--- config.mk ---
export PLATFORM = sky130hd
export DESIGN_NAME = stream_pkt_tx
export DESIGN_NICKNAME = d
export VERILOG_FILES = /design/src/rtl/stream_pkg.sv /design/src/rtl/stream_pkt_tx.sv
export SDC_FILE = /design/constraint.sdc
export NUM_CORES = 1
export LEC_CHECK = 0
export CAP_MARGIN = 20
export CORE_MARGIN = 5
export CORE_UTILIZATION = 30
export CTS_CLUSTER_DIAMETER = 60
export CTS_CLUSTER_SIZE = 8
export DETAILED_ROUTE_END_ITERATION = 16
export PLACE_DENSITY = 0.61
export SLEW_MARGIN = 10
export SYNTH_ARGS = -nofsm -noshare
export SYNTH_HDL_FRONTEND = slang
export SYNTH_SLANG_ARGS = --single-unit
--- constraint.sdc ---
create_clock -name clk -period 2.95 [get_ports clk]
set_input_delay 0.4425 -clock clk [delete_from_list [all_inputs] [get_ports clk]]
set_output_delay 0.4425 -clock clk [all_outputs]
set_load 0.05 [all_outputs]
--- src/rtl/stream_pkg.sv ---
// Shared stream constants and the transmitter state encoding, common to the
// source, skid buffer and sink blocks of the byte-stream link.
package stream_pkg;

  localparam int STREAM_DATA_W = 8;
  localparam int STREAM_LEN_W  = 8;

  typedef enum logic [1:0] {
    IDLE = 2'd0,
    SEND = 2'd1,
    GAP  = 2'd2
  } tx_state_t;

endpackage

--- src/rtl/stream_pkt_tx.sv ---
// Packet source: one command in, cmd_len+1 incrementing bytes out, first beat 1 cycle after accept;
// holds beats under m_ready back-pressure. STREAM_TX_GAP_EN adds GAP_CYCLES idle cycles after each packet.
module stream_pkt_tx
  import stream_pkg::*;
#(
  parameter int DATA_W     = STREAM_DATA_W,
  parameter int LEN_W      = STREAM_LEN_W,
  parameter int GAP_CYCLES = 2
) (
  input  logic              clk,
  input  logic              reset,
  input  logic              cmd_valid,
  output logic              cmd_ready,
  input  logic [LEN_W-1:0]  cmd_len,
  input  logic [DATA_W-1:0] cmd_seed,
  output logic [DATA_W-1:0] m_data,
  output logic              m_valid,
  output logic              m_last,
  input  logic              m_ready,
  output logic              busy,
  output logic              pkt_done
);

  tx_state_t         state_q, state_d;
  logic [LEN_W-1:0]  len_q, len_d;
  logic [LEN_W-1:0]  cnt_q, cnt_d;
  logic [DATA_W-1:0] m_data_q, m_data_d;
  logic              m_valid_q, m_valid_d;
  logic              m_last_q, m_last_d;
  logic              pkt_done_q, pkt_done_d;

`ifdef STREAM_TX_GAP_EN
  localparam int GAP_W = (GAP_CYCLES > 1) ? $clog2(GAP_CYCLES) : 1;
  logic [GAP_W-1:0] gap_cnt_q, gap_cnt_d;
`endif

  always_comb begin
    state_d    = state_q;
    len_d      = len_q;
    cnt_d      = cnt_q;
    m_data_d   = m_data_q;
    m_valid_d  = m_valid_q;
    m_last_d   = m_last_q;
    pkt_done_d = 1'b0;
`ifdef STREAM_TX_GAP_EN
    gap_cnt_d  = gap_cnt_q;
`endif
    unique case (state_q)
      IDLE: begin
        if (cmd_valid) begin
          len_d     = cmd_len;
          cnt_d     = '0;
          m_data_d  = cmd_seed;
          m_valid_d = 1'b1;
          m_last_d  = (cmd_len == '0);
          state_d   = SEND;
        end
      end
      SEND: begin
        // m_valid is always high here, so m_ready alone marks the handshake
        if (m_ready) begin
          if (m_last_q) begin
            m_valid_d  = 1'b0;
            m_last_d   = 1'b0;
            pkt_done_d = 1'b1;
`ifdef STREAM_TX_GAP_EN
            if (GAP_CYCLES == 0) begin
              state_d = IDLE;
            end else begin
              state_d   = GAP;
              gap_cnt_d = '0;
            end
`else
            state_d = IDLE;
`endif
          end else begin
            cnt_d    = LEN_W'(cnt_q + 1'b1);
            m_data_d = m_data_q + 1'b1;
            m_last_d = (LEN_W'(cnt_q + 1'b1) == len_q);
          end
        end
      end
      GAP: begin
`ifdef STREAM_TX_GAP_EN
        if (gap_cnt_q == GAP_W'(GAP_CYCLES - 1)) begin
          state_d = IDLE;
        end else begin
          gap_cnt_d = gap_cnt_q + 1'b1;
        end
`else
        state_d = IDLE;
`endif
      end
      default: state_d = IDLE;
    endcase
  end

  always_ff @(posedge clk) begin
    if (reset) begin
      state_q    <= IDLE;
      len_q      <= '0;
      cnt_q      <= '0;
      m_data_q   <= '0;
      m_valid_q  <= 1'b0;
      m_last_q   <= 1'b0;
      pkt_done_q <= 1'b0;
`ifdef STREAM_TX_GAP_EN
      gap_cnt_q  <= '0;
`endif
    end else begin
      state_q    <= state_d;
      len_q      <= len_d;
      cnt_q      <= cnt_d;
      m_data_q   <= m_data_d;
      m_valid_q  <= m_valid_d;
      m_last_q   <= m_last_d;
      pkt_done_q <= pkt_done_d;
`ifdef STREAM_TX_GAP_EN
      gap_cnt_q  <= gap_cnt_d;
`endif
    end
  end

  assign m_data    = m_data_q;
  assign m_valid   = m_valid_q;
  assign m_last    = m_last_q;
  assign pkt_done  = pkt_done_q;
  assign cmd_ready = (state_q == IDLE);
  assign busy      = (state_q != IDLE);

endmodule

==> flow_summary.ini, run 1 <==
[placement]
detailed_place_hpwl_um = 2790
dp_cells = 285
dpl-instance-area_um2 = 1870
gpl.final_weighted_congestion = 0.826
numPortBuffers = 32

[worst_setup_path]
crit_path_cell_trace = inv_2, clkdlybuf4s50_1
timing.critical_path.required_ns = 2.51
reg_to_reg_setup_timing_slack_ns = 0.85
worst-setup-path-type = flop to output port
cp_slowest_stage_delay_ns = 0.75
worstPathArrival_ns = 1.89
cp.buffers_inverters = 2
nature_of_the_critical_path_startpoint = flop
cp_max_delay_cell = clkdlybuf4s50_1
crit_family = buffers and inverters
critPathMaxFanout = 13
critical_path.endpoint_type = output port

[logic_synthesis]
synth-seq-cells = 27
synth_seq_area_share = 0.358
synth_enable_flop_cells = 0
synthesized_instance_count = 196
syn_area_per_cell_um2 = 7.71
synth.cell_area_um2 = 1510
postSynthNetCount = 218
synth_async_sr_flop_share = 0
synth_warnings = 0
post_synth_num_cell_types = 43
synth_ff_type = dfxtp_1

[power]
clkPwrFrac = 0.259
power_per_cell_area_nw_per_um2 = 421
p_comb_frac = 0.240
irDropWorstVdd_v = 0.000311
p_switching_mw = 0.246
static_leak_nw = 0.666
switching_share = 0.305
power.share.sequential = 0.502
internal_power_mw = 0.561

[run_status]
outcome = finished, final reports clean

[finish]
fillerInstances = 534
final_cell_mix = 32 x clkdlybuf4s50_1, 27 x dfxtp_1, 26 x nand2_1, 26 x a21oi_1, 17 x o21ai_0
flow.area_growth_from_synthesis_pct = 26.9
final_cell_area_um2 = 1920
area_taken_by_flip_flops_and_latches_um2 = 541
multi_input_area_um2 = 891
drive_above_1_share = 0.0586
layoutNonFillerInstCount = 289
mostFrequentLayoutCell = clkdlybuf4s50_1
num-nets-final = 245
inserted_diodes = 0
utilization = 0.398

[global_route]
first_pass_grt_wire_length_um = 6200
gr-total-overflow = 0
grtUsageTotal = 0.118
antenna_found_initial = 0
first_global_vias = 1284
largest_net_degree_at_the_start_of_global_routing = 28

[routing]
number_of_drc_violations_after_detailed_routing_iteration_0 = 151
routed_wire_length_per_instance_um = 13.1
route.detailed.vias_per_inst = 5.01
drc = 0
detailroute.via_count = 1449
ant_nets = 0
drt_pass1_iterations = 4
route.final.wire_length_um = 3780

[timing]
period_share = 0.792
timing.fmax_mhz = 428
layout_min_cycle_time_ns = 2.34
worst_clock_skew_ns = 0.00518
timing.final.max_slew_violations = 0
worst-slew-pin-transition_ns = 0.535
timing_hold_violations_final = 0
fin_tns_setup_ns = 0
max-slew-margin-rel = 0.643
report.final.setup_viol = 0
final.hold.worst_slack_ns = 0.473
rsz0062_at_grt = no

[clock_network]
cts.sink_count = 27
cts_max_level = 1
cts_tree = built
cts.repair_timing.setup_buffer_count = 0
clk_pin_slew_worst_paths_ns = 0.09
num_cts_buffers = 3
max-clock-path-buffers = 2
worstSkewPairLatency_ns = 0.27
hold_buffers = 0
cts.repair.resized = 0
cts.root.buffer_cell = clkbuf_8

[floorplan]
chip_height_um = 81.0
die_area_um2 = 6560
die-width_um = 81.0
initial_utilization = 0.314
core_region_area_um2 = 4820
floorplan.rows = 25
pin_count = 33

[flow_run]
number_of_violations_of_the_max_capacitance_limit = 0

[worst_hold_path]
hold_path.class = flop to flop
## path summary, 6_finish.rpt
kind         startpoint  cells after the start         to
max             m_valid                      2  cmd_ready
min            len_q[1]                      2   len_q[1]
max reg2reg     m_valid                      4   cnt_q[6]
min reg2reg    len_q[1]                      2   len_q[1]
## flip-flops by register name (all words and copies together), names as in the netlist
register and count:
cnt_q 8, m_valid 1, m_last 1, len_q 8
m_data 8, pkt_done 1
## routing by layer
metal / part of all wire / global-route usage / vias up
li1: - / - / 759
met1: 0.53 / 0.175 / 655
met2: 0.41 / 0.175 / 33
met3: 0.045 / 0.0233 / 2
met4: 0.0090 / 0.0253 / 0
met5: 0 / 0 / -
## power groups by stage
stage	clock [mW]	combinational (mW)	sequential, mW
after floorplan	0	0.0920	0.442
after global placement	0	0.193	0.414
after detailed placement	0	0.194	0.414
after CTS	0.219	0.195	0.405
after global routing	0.230	0.210	0.409
final	0.209	0.194	0.405
## cell usage after synthesis, types with 3 or more instances
cell | n | share of area
a31oi_1 | 5 | 0.021
a211oi_1 | 4 | 0.020
nor2b_1 | 5 | 0.021
a21oi_1 | 26 | 0.086
nand3_1 | 9 | 0.030
clkbuf_1 | 4 | 0.0099
nand2_1 | 26 | 0.065
buf_2 | 6 | 0.020
o21ai_0 | 17 | 0.056
dfxtp_1 | 27 | 0.36
nor4_1 | 5 | 0.021
xnor2_1 | 6 | 0.035
or3_1 | 3 | 0.012
and3_1 | 4 | 0.017
xor2_1 | 3 | 0.017
nor2_1 | 12 | 0.030
## worst reg2reg max path, cell delays in order, from the launching register on
cell      delay, ns
dfxtp_1        0.67
buf_4          0.26
nand3b_1       0.36
or4_1          0.62
a21oi_1        0.15
## final cells by class
| cell class | instances | area share |
|---|---|---|
| clock buffers | 4 | 0.0235 |
| flip-flops and latches | 27 | 0.282 |
| well taps | 67 | 0.0437 |
| multi-input cells | 153 | 0.464 |
| inverters | 2 | 0.00391 |
| repair buffers | 36 | 0.183 |
## stage by stage
step	worst slack, ns	power, mW
2_1_floorplan	1.13	0.534
3_3_place_gp	0.761	0.607
3_5_place_dp	0.736	0.608
4_1_cts	0.589	0.819
5_1_grt	0.495	0.848
6_report	0.613	0.807
## kinds of logic after synthesis
kind of cell | Yosys count | synth area share
AO/OA/AOI/OAI | 59 | 0.221
XOR/XNOR | 9 | 0.0522
adder cells (fa/ha/maj) | 2 | 0.0166
buffers and inverters | 16 | 0.0530
flip-flops | 27 | 0.358
multiplexers | 1 | 0.00662
AND/OR/NAND/NOR | 82 | 0.293
Power figures use the tool's default switching activity.
==> run 2, diff against run 1 <==
==> constraint.sdc (replaced) <==
create_clock -name clk -period 2.3 [get_ports clk]
set_input_delay 0.345 -clock clk [delete_from_list [all_inputs] [get_ports clk]]
set_output_delay 0.345 -clock clk [all_outputs]
set_load 0.05 [all_outputs]
==> run 2 against run 1 <==
Cell count rose by 1.4%. Global-route usage is 0.56 points higher. Via count up 2.3%. Largest power group unchanged.
==> flow_summary.ini, run 2 (synthesized netlist as in run 1, its figures left out) <==
[finish]
drive_above_1_share = 0.0885
area_taken_by_flip_flops_and_latches_um2 = 541
multi_input_area_um2 = 891
num-nets-final = 249
fillerInstances = 523
inserted_diodes = 0
mostFrequentLayoutCell = clkdlybuf4s50_1
flow.area_growth_from_synthesis_pct = 28.8
final_cell_mix = 30 x clkdlybuf4s50_1, 27 x dfxtp_1, 26 x nand2_1, 26 x a21oi_1, 17 x o21ai_0

[timing]
period_share = 0.872
worst-slew-pin-transition_ns = 0.508
timing_hold_violations_final = 0
final.hold.worst_slack_ns = 0.476
timing.final.max_slew_violations = 0
report.final.setup_viol = 0
max-slew-margin-rel = 0.660
worst_clock_skew_ns = 0.00465
fin_tns_setup_ns = 0
rsz0062_at_grt = no
layout_min_cycle_time_ns = 2.01
timing.fmax_mhz = 499

[worst_setup_path]
critPathMaxFanout = 8
cp_slowest_stage_delay_ns = 0.88
cp_max_delay_cell = clkdlybuf4s50_1
timing.rr.start = cnt_q[1]
r2r-end = m_last
cp.buffers_inverters = 1
crit_family = buffers and inverters
worst-setup-path-type = flop to output port
crit_start = m_last
timing.critical_path.required_ns = 1.96
worstPathArrival_ns = 1.66
critical_path.endpoint_type = output port
worst_r2r_path_depth = 5
crit_path_cell_trace = clkdlybuf4s50_1
nature_of_the_critical_path_startpoint = flop
reg_to_reg_setup_timing_slack_ns = 0.53

[routing]
route.final.wire_length_um = 3920
routed_wire_length_per_instance_um = 13.4
dr_wl_met3_um = 156
drc = 0
highest_layer = met4
detailroute.via_count = 1483
route.detailed.vias_per_inst = 5.06
drt_pass1_iterations = 4
number_of_drc_violations_after_detailed_routing_iteration_0 = 135
wl_met2_um = 1700
total_routed_wire_length_on_the_met1_layer_um = 2020
ant_nets = 0

[floorplan]
pin_count = 33
core_region_area_um2 = 4820
die-width_um = 81.0
chip_height_um = 81.0
floorplan.rows = 25
initial_utilization = 0.314
die_area_um2 = 6560

[clock_network]
hold_buffers = 0
clk_pin_slew_worst_paths_ns = 0.10
cts.repair.resized = 0
cts_tree = built
cts.sink_count = 27
num_cts_buffers = 3
cts.repair_timing.setup_buffer_count = 0
cts_max_level = 1
worstSkewPairLatency_ns = 0.28
cts.root.buffer_cell = clkbuf_8
max-clock-path-buffers = 2

[global_route]
first_pass_grt_wire_length_um = 6350
gr-total-overflow = 0
first_global_vias = 1271
largest_net_degree_at_the_start_of_global_routing = 28
antenna_found_initial = 0
grtUsageTotal = 0.123

[power]
total_power_mw = 1.06
irDropWorstVdd_v = 0.000343
power_per_cell_area_nw_per_um2 = 547
static_leak_nw = 0.687

[worst_hold_path]
holdPathStages = 2
hold_path_startpoint = len_q[2]
worst_hold_path.endpoint = len_q[2]
hold_path.class = flop to flop

[flow_run]
number_of_violations_of_the_max_capacitance_limit = 0

[placement]
detailed_place_hpwl_um = 2880
numPortBuffers = 32
gpl.final_weighted_congestion = 0.800

[run_status]
outcome = finished, final reports clean
[run 2: cell count changes in the layout (fill, tap and decap cells not counted)]
cell             change
buf_4                +6
clkbuf_1             -1
clkdlybuf4s50_1      -2
clkinvlp_4           +1
[run 2: layout make-up]
class | count | share of cell area
inverters | 2 | 0.00386
well taps | 67 | 0.0431
multi-input cells | 153 | 0.458
clock buffers | 3 | 0.0212
clock inverters | 1 | 0.00386
repair buffers | 40 | 0.193
flip-flops and latches | 27 | 0.278
[run 2: tightest hold or removal path, stage by stage (launching register included)]
cell and delay, ns:
dfxtp_1 0.33, nand2_1 0.05, a21oi_1 0.05
[run 2: where the power goes]
part,internal [mW],switching [mW],leakage (nW)
Sequential,0.491,0.0225,0.221
Clock,0.123,0.166,0.0217
Combinational,0.110,0.152,0.445
Total,0.724,0.340,0.687
[run 2: layer usage]
metal | GRT usage | vias to the layer above
li1 | - | 765
met1 | 0.190 | 685
met2 | 0.170 | 29
met3 | 0.0244 | 4
met4 | 0.0372 | 0
met5 | 0 | -
[run 2: how the worst max path moves through the flow]
stage / cells past startpoint / endpoint / slack, ns
finish: 1 / m_last / 0.29
CTS: 1 / m_last / 0.29
global route: 1 / m_last / 0.23
detailed placement: 5 / m_last / 0.33
floorplan: 5 / m_last / 0.48
global placement: 5 / m_last / 0.35
[run 2: per-stage QoR]
step / cell area (um^2) / utilization / cells / setup WS, ns
after floorplan: 1510 / - / 196 / 0.484
after global placement: 1900 / 0.394 / 289 / 0.351
after detailed placement: 1900 / 0.394 / 289 / 0.327
after CTS: 1950 / 0.404 / 293 / 0.286
after global routing: 1950 / 0.404 / 293 / 0.227
final: 1950 / 0.404 / 293 / 0.295
==> run 3, diff against run 2 <==
--- a/config.mk
+++ b/config.mk
@@ -6,12 +6,14 @@
 export NUM_CORES = 1
 export LEC_CHECK = 0
 export CAP_MARGIN = 20
+export CELL_PAD_IN_SITES_DETAIL_PLACEMENT = 1
+export CELL_PAD_IN_SITES_GLOBAL_PLACEMENT = 1
 export CORE_MARGIN = 5
 export CORE_UTILIZATION = 30
 export CTS_CLUSTER_DIAMETER = 60
 export CTS_CLUSTER_SIZE = 8
 export DETAILED_ROUTE_END_ITERATION = 16
-export PLACE_DENSITY = 0.61
+export PLACE_DENSITY = 0.79
 export SLEW_MARGIN = 10
 export SYNTH_ARGS = -nofsm -noshare
 export SYNTH_HDL_FRONTEND = slang
==> constraint.sdc (replaced) <==
create_clock -name clk -period 1.75 [get_ports clk]
set_input_delay 0.2625 -clock clk [delete_from_list [all_inputs] [get_ports clk]]
set_output_delay 0.2625 -clock clk [all_outputs]
set_load 0.05 [all_outputs]
==> run 3 against run 2 <==
Total power grew 34%. Register-to-register slack lost 0.46 ns. Die area is the same. Via count grew 4.9%. Worst setup slack lost 0.22 ns. Cell count grew 2.0%. Design area grew 4.0%. Count of clock-buffer cells in the layout grew 1. Sequential cell count is the same. Clock skew shrank 0.00098 ns. Critical path type is now flop to flop. Highest routed layer unchanged.
==> flow_summary.ini, run 3 (synthesized netlist as in run 1, its figures left out) <==
[global_route]
gr-total-overflow = 0
first_global_vias = 1623
antenna_found_initial = 0
grtUsageTotal = 0.145
first_pass_grt_wire_length_um = 7470
largest_net_degree_at_the_start_of_global_routing = 28

[worst_setup_path]
worstPathArrival_ns = 1.91
critPathMaxFanout = 2
critical_path.endpoint_type = flop
timing.critical_path.required_ns = 1.98
nature_of_the_critical_path_startpoint = flop
worst-setup-path-type = flop to flop

[clock_network]
cts_tree = built
max-clock-path-buffers = 2
clk_pin_slew_worst_paths_ns = 0.10
hold_buffers = 0
num_cts_buffers = 3
cts.repair_timing.setup_buffer_count = 0
worstSkewPairLatency_ns = 0.29
cts.sink_count = 27
cts.root.buffer_cell = clkbuf_8
cts_max_level = 1

[placement]
numPortBuffers = 32
detailed_place_hpwl_um = 3320
dp_slack_ns = -0.179
gpl.final_weighted_congestion = 0.769

[timing]
layout_min_cycle_time_ns = 1.68
timing.fmax_mhz = 597
timing.final.max_slew_violations = 0
timing_hold_violations_final = 0
worst_clock_skew_ns = 0.00367
fin_tns_setup_ns = 0
period_share = 0.958
report.final.setup_viol = 0
worst-slew-pin-transition_ns = 0.498
layout_setup_ws_ns = 0.0736
rsz0062_at_grt = no
max-slew-margin-rel = 0.667

[routing]
drc = 0
detailroute.via_count = 1555
route.final.wire_length_um = 4470
routed_wire_length_per_instance_um = 14.9
drt_pass1_iterations = 4
number_of_drc_violations_after_detailed_routing_iteration_0 = 98
ant_nets = 0
route.detailed.vias_per_inst = 5.20

[finish]
flow.area_growth_from_synthesis_pct = 33.9
inserted_diodes = 0
drive_above_1_share = 0.164
num-nets-final = 255
final_cell_mix = 26 x nand2_1, 26 x a21oi_1, 25 x dfxtp_1

[floorplan]
chip_height_um = 81.0
core_region_area_um2 = 4820
floorplan.rows = 25
die_area_um2 = 6560
initial_utilization = 0.314
pin_count = 33
die-width_um = 81.0

[flow_run]
number_of_violations_of_the_max_capacitance_limit = 0

[power]
power_per_cell_area_nw_per_um2 = 704
irDropWorstVdd_v = 0.000291
static_leak_nw = 0.745

[run_status]
outcome = finished, final reports clean

[worst_hold_path]
hold_path.class = flop to flop
-- run 3: changes by cell type in the layout (fill, tap and decap cells not counted), sizes merged --
cell / before / now
clkdlybuf4s50: 30 / 20
clkbuf: 3 / 4
buf: 10 / 26
clkinvlp: 1 / 0
-- run 3: final cells by class --
| type | instances | area [um^2] |
|---|---|---|
| well taps | 67 | 83.8 |
| clock buffers | 4 | 45.0 |
| flip-flops and latches | 27 | 543 |
| inverters | 2 | 7.51 |
| repair buffers | 46 | 433 |
| multi-input cells | 153 | 912 |
| fillers | 616 | 2790 |
-- run 3: stage by stage --
stage          instances  cell area (um^2)  hold WS [ns]  power [mW]   util
3_3_place_gp         295              1960         0.459        1.06  0.406
5_1_grt              299              2020         0.504        1.49  0.420
4_1_cts              299              2010         0.480        1.44  0.417
6_report             299              2020         0.477        1.43  0.420
3_5_place_dp         295              1960         0.466        1.06  0.406
2_1_floorplan        196              1510         0.398       0.900      -
-- run 3: critical path, stage by stage (launching register included) --
cell and delay, ns:
dfxtp_1 0.38, ha_4 0.21, xor2_1 0.14, or4_4 0.49, nor4_4 0.22, a41o_1 0.18
-- run 3: power breakdown --
| group | internal, mW | switching, mW | total [mW] |
|---|---|---|---|
| logic | 0.161 | 0.210 | 0.371 |
| clock network | 0.164 | 0.211 | 0.375 |
| registers | 0.645 | 0.0335 | 0.679 |
| total | 0.971 | 0.454 | 1.43 |
-- run 3: worst paths after layout --
check            from        to  cells after the start  slack, ns
max          cnt_q[1]    m_last                      5       0.07
min          len_q[2]  len_q[2]                      2       0.48
max reg2reg  cnt_q[1]    m_last                      5       0.07
min reg2reg  len_q[2]  len_q[2]                      2       0.48
-- run 3: routing by layer --
layer	vias to the layer above	share of wire	GRT usage	routed length (um)
met5	-	0	0	0
met4	0	0.022	0.0709	98
li1	777	-	-	-
met3	7	0.021	0.0200	92
met1	751	0.48	0.184	2160
met2	20	0.47	0.242	2110
-- run 3: timing repair --
action,4_1_cts,5_1_grt
pin swaps,1,1
endpoints found under the setup margin,1,1
gates resized for setup,1,2
